**config.mk**
```make
export PLATFORM = sky130hd
export DESIGN_NAME = xor_stream_decoder
export DESIGN_NICKNAME = d
export VERILOG_FILES = /design/src/rtl/xor_dec_pkg.sv /design/src/rtl/xor_dec_skid.sv /design/src/rtl/xor_stream_decoder.sv
export SDC_FILE = /design/constraint.sdc
export NUM_CORES = 1
export LEC_CHECK = 0
export ABC_AREA = 1
export CAP_MARGIN = 20
export CORE_ASPECT_RATIO = 2
export CORE_MARGIN = 2
export CORE_UTILIZATION = 50
export CTS_CLUSTER_SIZE = 12
export DETAILED_ROUTE_END_ITERATION = 8
export PLACE_DENSITY = 0.81
export SLEW_MARGIN = 15
export SYNTH_ARGS = -nofsm -noshare
export SYNTH_HDL_FRONTEND = slang
export SYNTH_SLANG_ARGS = --single-unit
```
**constraint.sdc**
```tcl
create_clock -name clk -period 3.12 [get_ports clk]
set_clock_uncertainty 0.2 [all_clocks]
set_input_delay 0.312 -clock clk [delete_from_list [all_inputs] [get_ports clk]]
set_output_delay 0.312 -clock clk [all_outputs]
set_load 0.02 [all_outputs]
```
**src/rtl/xor_dec_pkg.sv**
```systemverilog
// Shared types and constants for the XOR stream decoder.
// Optional parity checking is enabled by defining XOR_DEC_PARITY_EN.
package xor_dec_pkg;

    localparam int WIDTH_DEF     = 8;
    localparam int FRAME_LEN_DEF = 16;
    localparam int FRAME_LEN_MIN = 2;
    localparam int FRAME_LEN_MAX = 65535;

    typedef enum logic {
        IDLE = 1'b0,
        RUN  = 1'b1
    } state_t;

endpackage

```
**src/rtl/xor_dec_skid.sv**
```systemverilog
// Two-entry valid/ready skid buffer with registered ready and registered outputs.
// Entry 0 always drives the output; entry 1 absorbs a beat while the consumer stalls.
module xor_dec_skid #(
    parameter int DW = 9
) (
    input  logic          clk,
    input  logic          rst,
    input  logic          i_push,
    input  logic [DW-1:0] i_data,
    input  logic          i_ready,
    output logic          o_ready,
    output logic          o_valid,
    output logic [DW-1:0] o_data
);

    logic [DW-1:0] r_e0;
    logic [DW-1:0] r_e1;
    logic [1:0]    r_cnt;
    logic          r_valid;
    logic          r_ready;
    logic          w_pop;
    logic [1:0]    w_cnt_nxt;

    assign w_pop     = r_valid && i_ready;
    assign w_cnt_nxt = r_cnt + {1'b0, i_push} - {1'b0, w_pop};

    // Storage shifts toward entry 0; ready is precomputed from next occupancy.
    always_ff @(posedge clk or negedge rst) begin
        if (!rst) begin
            r_e0    <= {DW{1'b0}};
            r_e1    <= {DW{1'b0}};
            r_cnt   <= 2'd0;
            r_valid <= 1'b0;
            r_ready <= 1'b1;
        end else begin
            case ({i_push, w_pop})
                2'b10: begin
                    if (r_cnt == 2'd0) begin
                        r_e0 <= i_data;
                    end else begin
                        r_e1 <= i_data;
                    end
                end
                2'b01: begin
                    r_e0 <= r_e1;
                end
                2'b11: begin
                    if (r_cnt == 2'd1) begin
                        r_e0 <= i_data;
                    end else begin
                        r_e0 <= r_e1;
                        r_e1 <= i_data;
                    end
                end
                default: begin
                end
            endcase
            r_cnt   <= w_cnt_nxt;
            r_valid <= (w_cnt_nxt != 2'd0);
            r_ready <= (w_cnt_nxt != 2'd2);
        end
    end

    assign o_ready = r_ready;
    assign o_valid = r_valid;
    assign o_data  = r_e0;

endmodule

```
**src/rtl/xor_stream_decoder.sv**
```systemverilog
// Framed XOR stream decoder (keyed or chained) feeding a 2-entry skid buffer.
// Define XOR_DEC_PARITY_EN to add par_err and end-of-frame parity checking.
module xor_stream_decoder
    import xor_dec_pkg::*;
#(
    parameter int WIDTH     = WIDTH_DEF,
    parameter int FRAME_LEN = FRAME_LEN_DEF
) (
    input  logic             clk,
    input  logic             rst,
    input  logic             mode,
    input  logic [WIDTH-1:0] key,
    input  logic [WIDTH-1:0] s_data,
    input  logic             s_valid,
    input  logic             s_sof,
    output logic             s_ready,
    output logic [WIDTH-1:0] m_data,
    output logic             m_valid,
    output logic             m_last,
    input  logic             m_ready,
    output logic             err_sync,
`ifdef XOR_DEC_PARITY_EN
    output logic             par_err,
`endif
    output logic [15:0]      frame_cnt
);

`ifdef XOR_DEC_PARITY_EN
    localparam int PW = WIDTH + 2;
`else
    localparam int PW = WIDTH + 1;
`endif
    localparam logic [15:0] LAST_CNT = 16'(FRAME_LEN);

    state_t           r_state;
    logic [WIDTH-1:0] r_hist;
    logic [15:0]      r_cnt;
    logic [15:0]      r_fcnt;
    logic             r_err;

    logic             w_accept;
    logic             w_push;
    logic             w_last;
    logic             w_err;
    logic             w_ready;
    logic             w_valid;
    logic [WIDTH-1:0] w_hist_use;
    logic [WIDTH-1:0] w_dec;
    logic [15:0]      w_cnt_nxt;
    logic [PW-1:0]    w_push_data;
    logic [PW-1:0]    w_pop_data;

    assign w_accept   = s_valid && w_ready;
    // A start-of-frame beat always decodes against a cleared history.
    assign w_hist_use = s_sof ? {WIDTH{1'b0}} : r_hist;
    assign w_dec      = mode ? (s_data ^ key) : (s_data ^ w_hist_use);
    assign w_cnt_nxt  = s_sof ? 16'd1 : (r_cnt + 16'd1);
    assign w_push     = w_accept && (s_sof || (r_state == RUN));
    assign w_last     = w_push && !s_sof && (w_cnt_nxt == LAST_CNT);
    assign w_err      = w_accept && (((r_state == IDLE) && !s_sof) ||
                                     ((r_state == RUN) && s_sof));

`ifdef XOR_DEC_PARITY_EN
    logic [WIDTH-1:0] r_par;
    logic [WIDTH-1:0] w_acc_use;
    logic             w_perr;

    assign w_acc_use   = s_sof ? {WIDTH{1'b0}} : r_par;
    assign w_perr      = w_last && (w_dec != w_acc_use);
    assign w_push_data = {w_perr, w_last, w_dec};

    // Running XOR of decoded bytes in the current frame.
    always_ff @(posedge clk or negedge rst) begin
        if (!rst) begin
            r_par <= {WIDTH{1'b0}};
        end else if (w_push) begin
            r_par <= w_acc_use ^ w_dec;
        end else begin
            r_par <= r_par;
        end
    end
`else
    assign w_push_data = {w_last, w_dec};
`endif

    // Framing FSM, beat counter, history and frame counter.
    always_ff @(posedge clk or negedge rst) begin
        if (!rst) begin
            r_state <= IDLE;
            r_hist  <= {WIDTH{1'b0}};
            r_cnt   <= 16'd0;
            r_fcnt  <= 16'd0;
            r_err   <= 1'b0;
        end else begin
            r_err <= w_err;
            if (w_push) begin
                r_hist <= s_data;
                r_cnt  <= w_cnt_nxt;
            end
            if (w_last) begin
                r_fcnt <= r_fcnt + 16'd1;
            end
            case (r_state)
                IDLE: begin
                    if (w_push) begin
                        r_state <= RUN;
                    end
                end
                RUN: begin
                    if (w_last) begin
                        r_state <= IDLE;
                    end
                end
                default: begin
                    r_state <= IDLE;
                end
            endcase
        end
    end

    xor_dec_skid #(
        .DW (PW)
    ) u_skid (
        .clk     (clk),
        .rst     (rst),
        .i_push  (w_push),
        .i_data  (w_push_data),
        .i_ready (m_ready),
        .o_ready (w_ready),
        .o_valid (w_valid),
        .o_data  (w_pop_data)
    );

    assign s_ready   = w_ready;
    assign m_valid   = w_valid;
    assign m_data    = w_pop_data[WIDTH-1:0];
    assign m_last    = w_pop_data[WIDTH];
`ifdef XOR_DEC_PARITY_EN
    assign par_err   = w_pop_data[WIDTH+1];
`endif
    assign err_sync  = r_err;
    assign frame_cnt = r_fcnt;

endmodule

```
==> metrics.md, run 1 <==
| Metric | Value |
|---|---|
| 1st-iter DRT viols | 190 |
| Die width | 64.7 um |
| Worst Setup End Kind | flop |
| Drt first pass iters | 4 |
| Synth cell types | 34 |
| Critical path arrival | 2500 ps |
| Antenna Nets Post-Route | 0 |
| Via count | 3354 |
| HP Class | input port to async pin |
| Fmax | 403 MHz |
| Core region area | 0.00721 mm^2 |
| Register area share after synthesis | 43.5% |
| Worst-margin pin slew | 540 ps |
| Nets | 562 |
| Reg clk slew, reported paths | 60 ps |
| Rel. slew slack | 64.0% |
| Register bit count reported by yosys | 64 |
| ANT cells | 0 |
| Placed cell area | 0.00430 mm^2 |
| # setup viols final | 0 |
| Syn Area/Cell | 7.79 um^2 |
| GP Congestion | 0.908 |
| I/O Buffers | 49 |
| Total number of H-tree levels | 3 |
| RSZ-0062 raised after global routing | no |
| Overall die height | 125 um |
| Kind of critical path | flop to flop |
| R2R setup slack | 640 ps |
| Pwr Density | 692 mW/mm^2 |
| Starting Density | 51.1% |
| Pin count of the biggest net entering global routing | 42 |
| Synth Instances | 473 |
| Drc violations | 0 |
| CTS tree | done |
| Peak VDD IR | 578 uV |
| Area delta synth->final | 25.8% |
| Fillers | 594 |
| Final Cycle Share | 79.6% |
| CP Launch Type | flop |
| Post-Layout Inst Area | 0.00464 mm^2 |
| Total power | 3210 uW |
| DIE AREA | 0.00812 mm^2 |
| Final hold vios | 0 |
| Worst slack, placed | 325 ps |
| # clock sinks | 64 |
| Post-CTS Setup Inserts | 0 |
| Hpwl dp | 6.66 mm |
| Routed vias/inst | 5.33 |
| Share of cells above drive strength 1 | 10.6% |
| Net Count, Synth | 503 |
| Worst setup margin | 636 ps |
| Fin crit period | 2480 ps |
| Core Rows | 44 |
| Num ports | 50 |
| Routed len/inst | 14.5 um |
| Mapped Area | 0.00369 mm^2 |
| Vias in the first global route | 3340 |
| Leakage power | 0.00222 uW |
| Worst-path fanout max | 14 |
| CTS buffer count | 9 |
| WP data required | 3140 ps |
| All-Layer GR Usage | 24.1% |
| CTS resizes | 0 |
| Clk root buf | clkbuf_16 |
| Outcome | completed |
| Ys Warns | 0 |
| CTS Buffer Depth | 2 |
| Initial antenna violation count | 0 |
| Final global-route overflow total | 0 |
| Max_cap viols | 0 |
| Final wirelength | 9.09 mm |
| First-pass GRT wire length | 15.2 mm |
| Fin. max-slew vios | 0 |
| Post-route setup TNS | 0 ps |
| Clk Latency, worst-skew pair | 330 ps |
## placed cells by master, fill, tap and decap left out, types with 5 or more instances in the layout
cell type | synthesis | final
nand2_1 | 166 | 166
clkdlybuf4s50_1 | 0 | 48
inv_1 | 37 | 37
ha_1 | 8 | 8
xor2_1 | 19 | 19
mux2_2 | 8 | 8
xnor2_1 | 6 | 6
nand3_2 | 9 | 9
o21ai_0 | 18 | 18
clkbuf_16 | 0 | 9
dfrtp_1 | 63 | 63
nand4_1 | 5 | 5
nand3_1 | 38 | 38
buf_4 | 0 | 9
nor2_2 | 6 | 6
a221oi_1 | 8 | 8
nor2_1 | 45 | 45
## kinds of logic after synthesis
logic type | count (synthesis) | synth area share, %
flip-flops | 64 | 43.5
AO/OA/AOI/OAI | 34 | 5.80
buffers and inverters | 50 | 5.33
XOR/XNOR | 25 | 5.94
adder cells (fa/ha/maj) | 8 | 2.72
multiplexers | 8 | 2.44
AND/OR/NAND/NOR | 284 | 34.3
## power breakdown
group          switching [uW]  internal (uW)  leakage [uW]  total [uW]
clock network             376            724      0.000153        1100
logic                     523            403       0.00125         927
registers                 142           1040      0.000821        1180
total                    1040           2170       0.00222        3210
## worst paths after layout
kind / startpoint / to / depth (start not counted)
setup / recovery: r_cnt[1]$_DFFE_PN0P_ / frame_cnt[13]$_DFFE_PN0P_ / 10
hold / removal: rst / u_skid.o_valid$_DFF_PN0_ / 2
setup reg to reg: r_cnt[1]$_DFFE_PN0P_ / frame_cnt[13]$_DFFE_PN0P_ / 10
hold reg to reg: r_hist[6]$_DFFE_PN0P_ / r_hist[6]$_DFFE_PN0P_ / 2
max in group asynchronous: rst / r_hist[4]$_DFFE_PN0P_ / 3
min in group clk: r_hist[6]$_DFFE_PN0P_ / r_hist[6]$_DFFE_PN0P_ / 2
## area by class of cell
type	count	area (um^2)	share of cell area (%)
inverter	39	146	3.16
sequential	64	1600	34.6
clock buffer	12	246	5.32
clock inverter	4	76.3	1.65
timing repair buffer	59	563	12.1
tap	92	115	2.48
multi-input combinational	359	1890	40.7
## metrics by stage
| stage | std cells | util [%] | hold WS, ps |
|---|---|---|---|
| 4_1_cts | 629 | 64.3 | 136 |
| 2_1_floorplan | 473 | - | -184 |
| 3_3_place_gp | 612 | 59.7 | -53.2 |
| 3_5_place_dp | 612 | 59.7 | -48.7 |
| 5_1_grt | 629 | 64.3 | 160 |
| 6_report | 629 | 64.3 | 136 |
## flip-flops by register name (all words and copies together) (netlist names)
name            count
u_skid.o_ready      1
u_skid.r_e1         9
r_hist              8
u_skid.o_data       9
err_sync            1
r_cnt              16
u_skid.o_valid      1
frame_cnt          16
r_state             1
u_skid.r_cnt        2
## synth_stat cells (all sizes together)
cell type | n | area, um^2
o21bai | 4 | 30.0
nor4 | 1 | 6.26
a21oi | 3 | 15.0
o21ai | 18 | 90.1
nor2 | 54 | 240
or2 | 1 | 6.26
mux2 | 8 | 90.1
a22o | 1 | 8.76
xor2 | 19 | 166
nand2 | 168 | 636
xnor2 | 6 | 52.6
dfrtp | 63 | 1580
clkbuf | 6 | 22.5
dfstp | 1 | 26.3
buf | 5 | 27.5
and3 | 1 | 6.26
nor3 | 4 | 31.3
ha | 8 | 100
nand4 | 6 | 43.8
nand3b | 1 | 7.51
nand3 | 47 | 280
a221oi | 8 | 70.1
and2 | 1 | 6.26
clkinv | 1 | 3.75
inv | 38 | 143
## worst max-delay path, stage by stage, from the launching register on
cell	delay, ps
dfrtp_1	430
ha_1	280
nand3_2	170
clkinv_1	110
nand3_1	80
nand3_1	170
nand2_1	100
nor2_2	190
nand4_2	380
nand2_1	170
nand2_1	80
## what timing repair did
item / in CTS / in global routing
setup endpoints to repair: 0 / 0
hold buffers: 1 / 0
hold endpoints to repair: 23 / 0
## routing by layer
layer	track usage (%)	share of wire, %	wire length [um]	vias to the layer above
met5	0	0	0	-
li1	-	-	-	1637
met4	14.4	4.5	407	0
met3	4.23	3.6	326	30
met2	44.4	57	5200	95
met1	24.2	35	3160	1592
Power figures use the tool's default switching activity.
==> run 2, diff against run 1 <==
clock period = 2.4 ns   (was 3.12 ns; I/O delays follow)
==> run 2 against run 1 <==
Critical path depth rose by 1. First-iteration DRC count fell by 18%. Cell count rose by 2.5%. Combinational power rose by 54%. Utilization rose by 3.4 points. Routed wire length rose by 5.2%. Critical path type is now input port to flop.
==> metrics.md, run 2 (same netlist as run 1, synthesis figures left out) <==
| Metric | Value |
|---|---|
| Outcome | completed |
| Hpwl dp | 6.55 mm (-1.6%) |
| Routed len/inst | 14.8 um (+2.6%) |
| CP Launch Type | input port |
| CTS tree | done |
| Worst Setup End Kind | flop |
| Final hold vios | 0 (unchanged) |
| Overall die height | 125 um (unchanged) |
| Area delta synth->final | 32.4% |
| # setup viols final | 0 (unchanged) |
| Net Sw Power | 1420 uW (+36%) |
| ANT cells | 0 (unchanged) |
| Kind of critical path | input port to flop |
| Clk root buf | clkbuf_16 |
| Most frequent cells in the layout | 166 x nand2_1, 62 x dfrtp_1, 48 x clkdlybuf4s50_1 |
| Starting Density | 51.1% (unchanged) |
| All-Layer GR Usage | 25.1% (+1.0 points) |
| Fin crit period | 2340 ps |
| I/O Buffers | 49 (unchanged) |
| Num ports | 50 (unchanged) |
| Antenna Nets Post-Route | 0 (unchanged) |
| Total number of H-tree levels | 3 (unchanged) |
| Clk Latency, worst-skew pair | 330 ps (about the same) |
| Drt first pass iters | 5 (+1) |
| Hold Worst Slack | 242 ps (+106 ps) |
| CTS Buffer Depth | 2 (unchanged) |
| Part of the power in registers | 35.6% (-1.2 points) |
| HP Class | input port to async pin |
| Clk network pwr share | 31.5% (-2.8 points) |
| First-pass GRT wire length | 15.7 mm (+3.4%) |
| Fin. max-slew vios | 0 (unchanged) |
| Initial antenna violation count | 0 (unchanged) |
| Die width | 64.7 um (unchanged) |
| Post-route setup TNS | 0 ps (unchanged) |
| # clock sinks | 64 (unchanged) |
| Pin count of the biggest net entering global routing | 65 (+55%) |
| Worst-margin pin slew | 401 ps (-139 ps) |
| Reg clk slew, reported paths | 50 ps (about the same) |
| Routed vias/inst | 5.43 (+1.8%) |
| Final global-route overflow total | 0 (unchanged) |
| WP data required | 2410 ps (-730 ps) |
| Fmax | 427 MHz |
| CTS buffer count | 9 (unchanged) |
| Rel. slew slack | 73.2% (+9.2 points) |
| Commonest non-fill, non-tap cell in the layout | nand2_1 |
| Via count | 3502 (+4.4%) |
| Core Rows | 44 (unchanged) |
| Final Cycle Share | 97.6% |
| DIE AREA | 0.00812 mm^2 (unchanged) |
| 1st-iter DRT viols | 156 (-18%) |
| Final wirelength | 9.56 mm (+5.2%) |
| GP Congestion | 0.993 (+9.4%) |
| Logic pwr share | 32.9% (+4.0 points) |
| Share of cells above drive strength 1 | 15.7% (+5.1 points) |
| Leakage power | 0.00233 uW (+4.9%) |
| Critical path arrival | 2360 ps (-140 ps) |
| Pint | 2920 uW (+35%) |
| Worst-path fanout max | 6 (-8) |
| Max_cap viols | 0 (unchanged) |
| Core region area | 0.00721 mm^2 (unchanged) |
| Nets | 579 (+3.0%) |
| Peak VDD IR | 701 uV (+21%) |
| Vias in the first global route | 3540 (+6.0%) |
| Switching Share | 32.7% (+0.21 points) |
| Drc violations | 0 (unchanged) |
| Pwr Density | 890 mW/mm^2 (+29%) |
[run 2: cell types whose count changed in the layout (fill, tap and decap cells not counted), sizes merged]
cell and change:
buf +16, clkbuf -2, clkinv +2, clkinvlp +1, inv -1
[run 2: final cells by class]
class	count	area [um^2]
Fill cell	546	2330
Multi-Input combinational cell	359	1940
Sequential cell	64	1600
Timing Repair Buffer	76	769
Clock buffer	9	225
Inverter	39	146
Tap cell	92	115
Clock inverter	6	85.1
[run 2: routing by layer]
layer | wire length, um | GRT usage (%) | vias to the layer above
li1 | - | - | 1679
met1 | 3190 | 24.7 | 1645
met2 | 5370 | 44.8 | 136
met3 | 431 | 5.67 | 42
met4 | 571 | 17.4 | 0
met5 | 0 | 0 | -
[run 2: worst paths after layout]
| check | from | endpoint | slack [ps] | depth (start not counted) |
|---|---|---|---|---|
| worst max-delay path | s_sof | u_skid.o_valid$_DFF_PN0_ | 60 | 11 |
| worst min-delay path | rst | err_sync$_DFF_PN0_ | 240 | 3 |
| worst max register to register | r_cnt[0]$_DFFE_PN0P_ | r_state$_DFF_PN0_ | 90 | 12 |
| worst min register to register | r_hist[7]$_DFFE_PN0P_ | r_hist[7]$_DFFE_PN0P_ | 290 | 2 |
| max in group asynchronous | rst | u_skid.o_ready$_DFF_PN1_ | 1460 | 3 |
| min in group clk | s_data[2] | r_hist[2]$_DFFE_PN0P_ | 290 | 3 |
[run 2: power groups by stage]
stage | clock network, uW | registers (uW) | logic, uW
2_1_floorplan | 0 | 1620 | 645
3_5_place_dp | 0 | 1540 | 1290
6_report | 1370 | 1540 | 1430
4_1_cts | 1390 | 1530 | 1320
3_3_place_gp | 0 | 1530 | 1250
5_1_grt | 1440 | 1560 | 1560
[run 2: worst max-delay path, cell delays in order]
cell	delay, ps
clkdlybuf4s50_1	490
inv_1	70
ha_1	190
inv_1	60
nand3_2	90
buf_6	150
ha_1	290
ha_2	190
xnor2_2	140
xor2_1	160
or2_2	270
[run 2: timing repair]
action | 4_1_cts | 5_1_grt
setup buffers | 0 | 2
pin swaps | 0 | 4
hold endpoints to repair | 63 | 0
hold buffers | 1 | 0
gates cloned | 0 | 1
setup endpoints to repair | 8 | 29
resized for setup | 2 | 18
[run 2: metrics by stage]
stage | area, um^2 | worst slack [ps] | std cells | utilization, % | power, uW
6_report | 4880 | 57.0 | 645 | 67.7 | 4340
3_3_place_gp | 4450 | -345 | 626 | 61.7 | 2780
4_1_cts | 4780 | 36.1 | 642 | 66.3 | 4240
3_5_place_dp | 4450 | -420 | 626 | 61.7 | 2830
2_1_floorplan | 3720 | -12.7 | 473 | - | 2270
5_1_grt | 4880 | -22.2 | 645 | 67.7 | 4560
==> run 3, diff against run 2 <==
CTS_CLUSTER_SIZE = unset   (was 12)
==> results of run 3 <==
The final DEF is identical to that of run 2; final timing and power are the same.
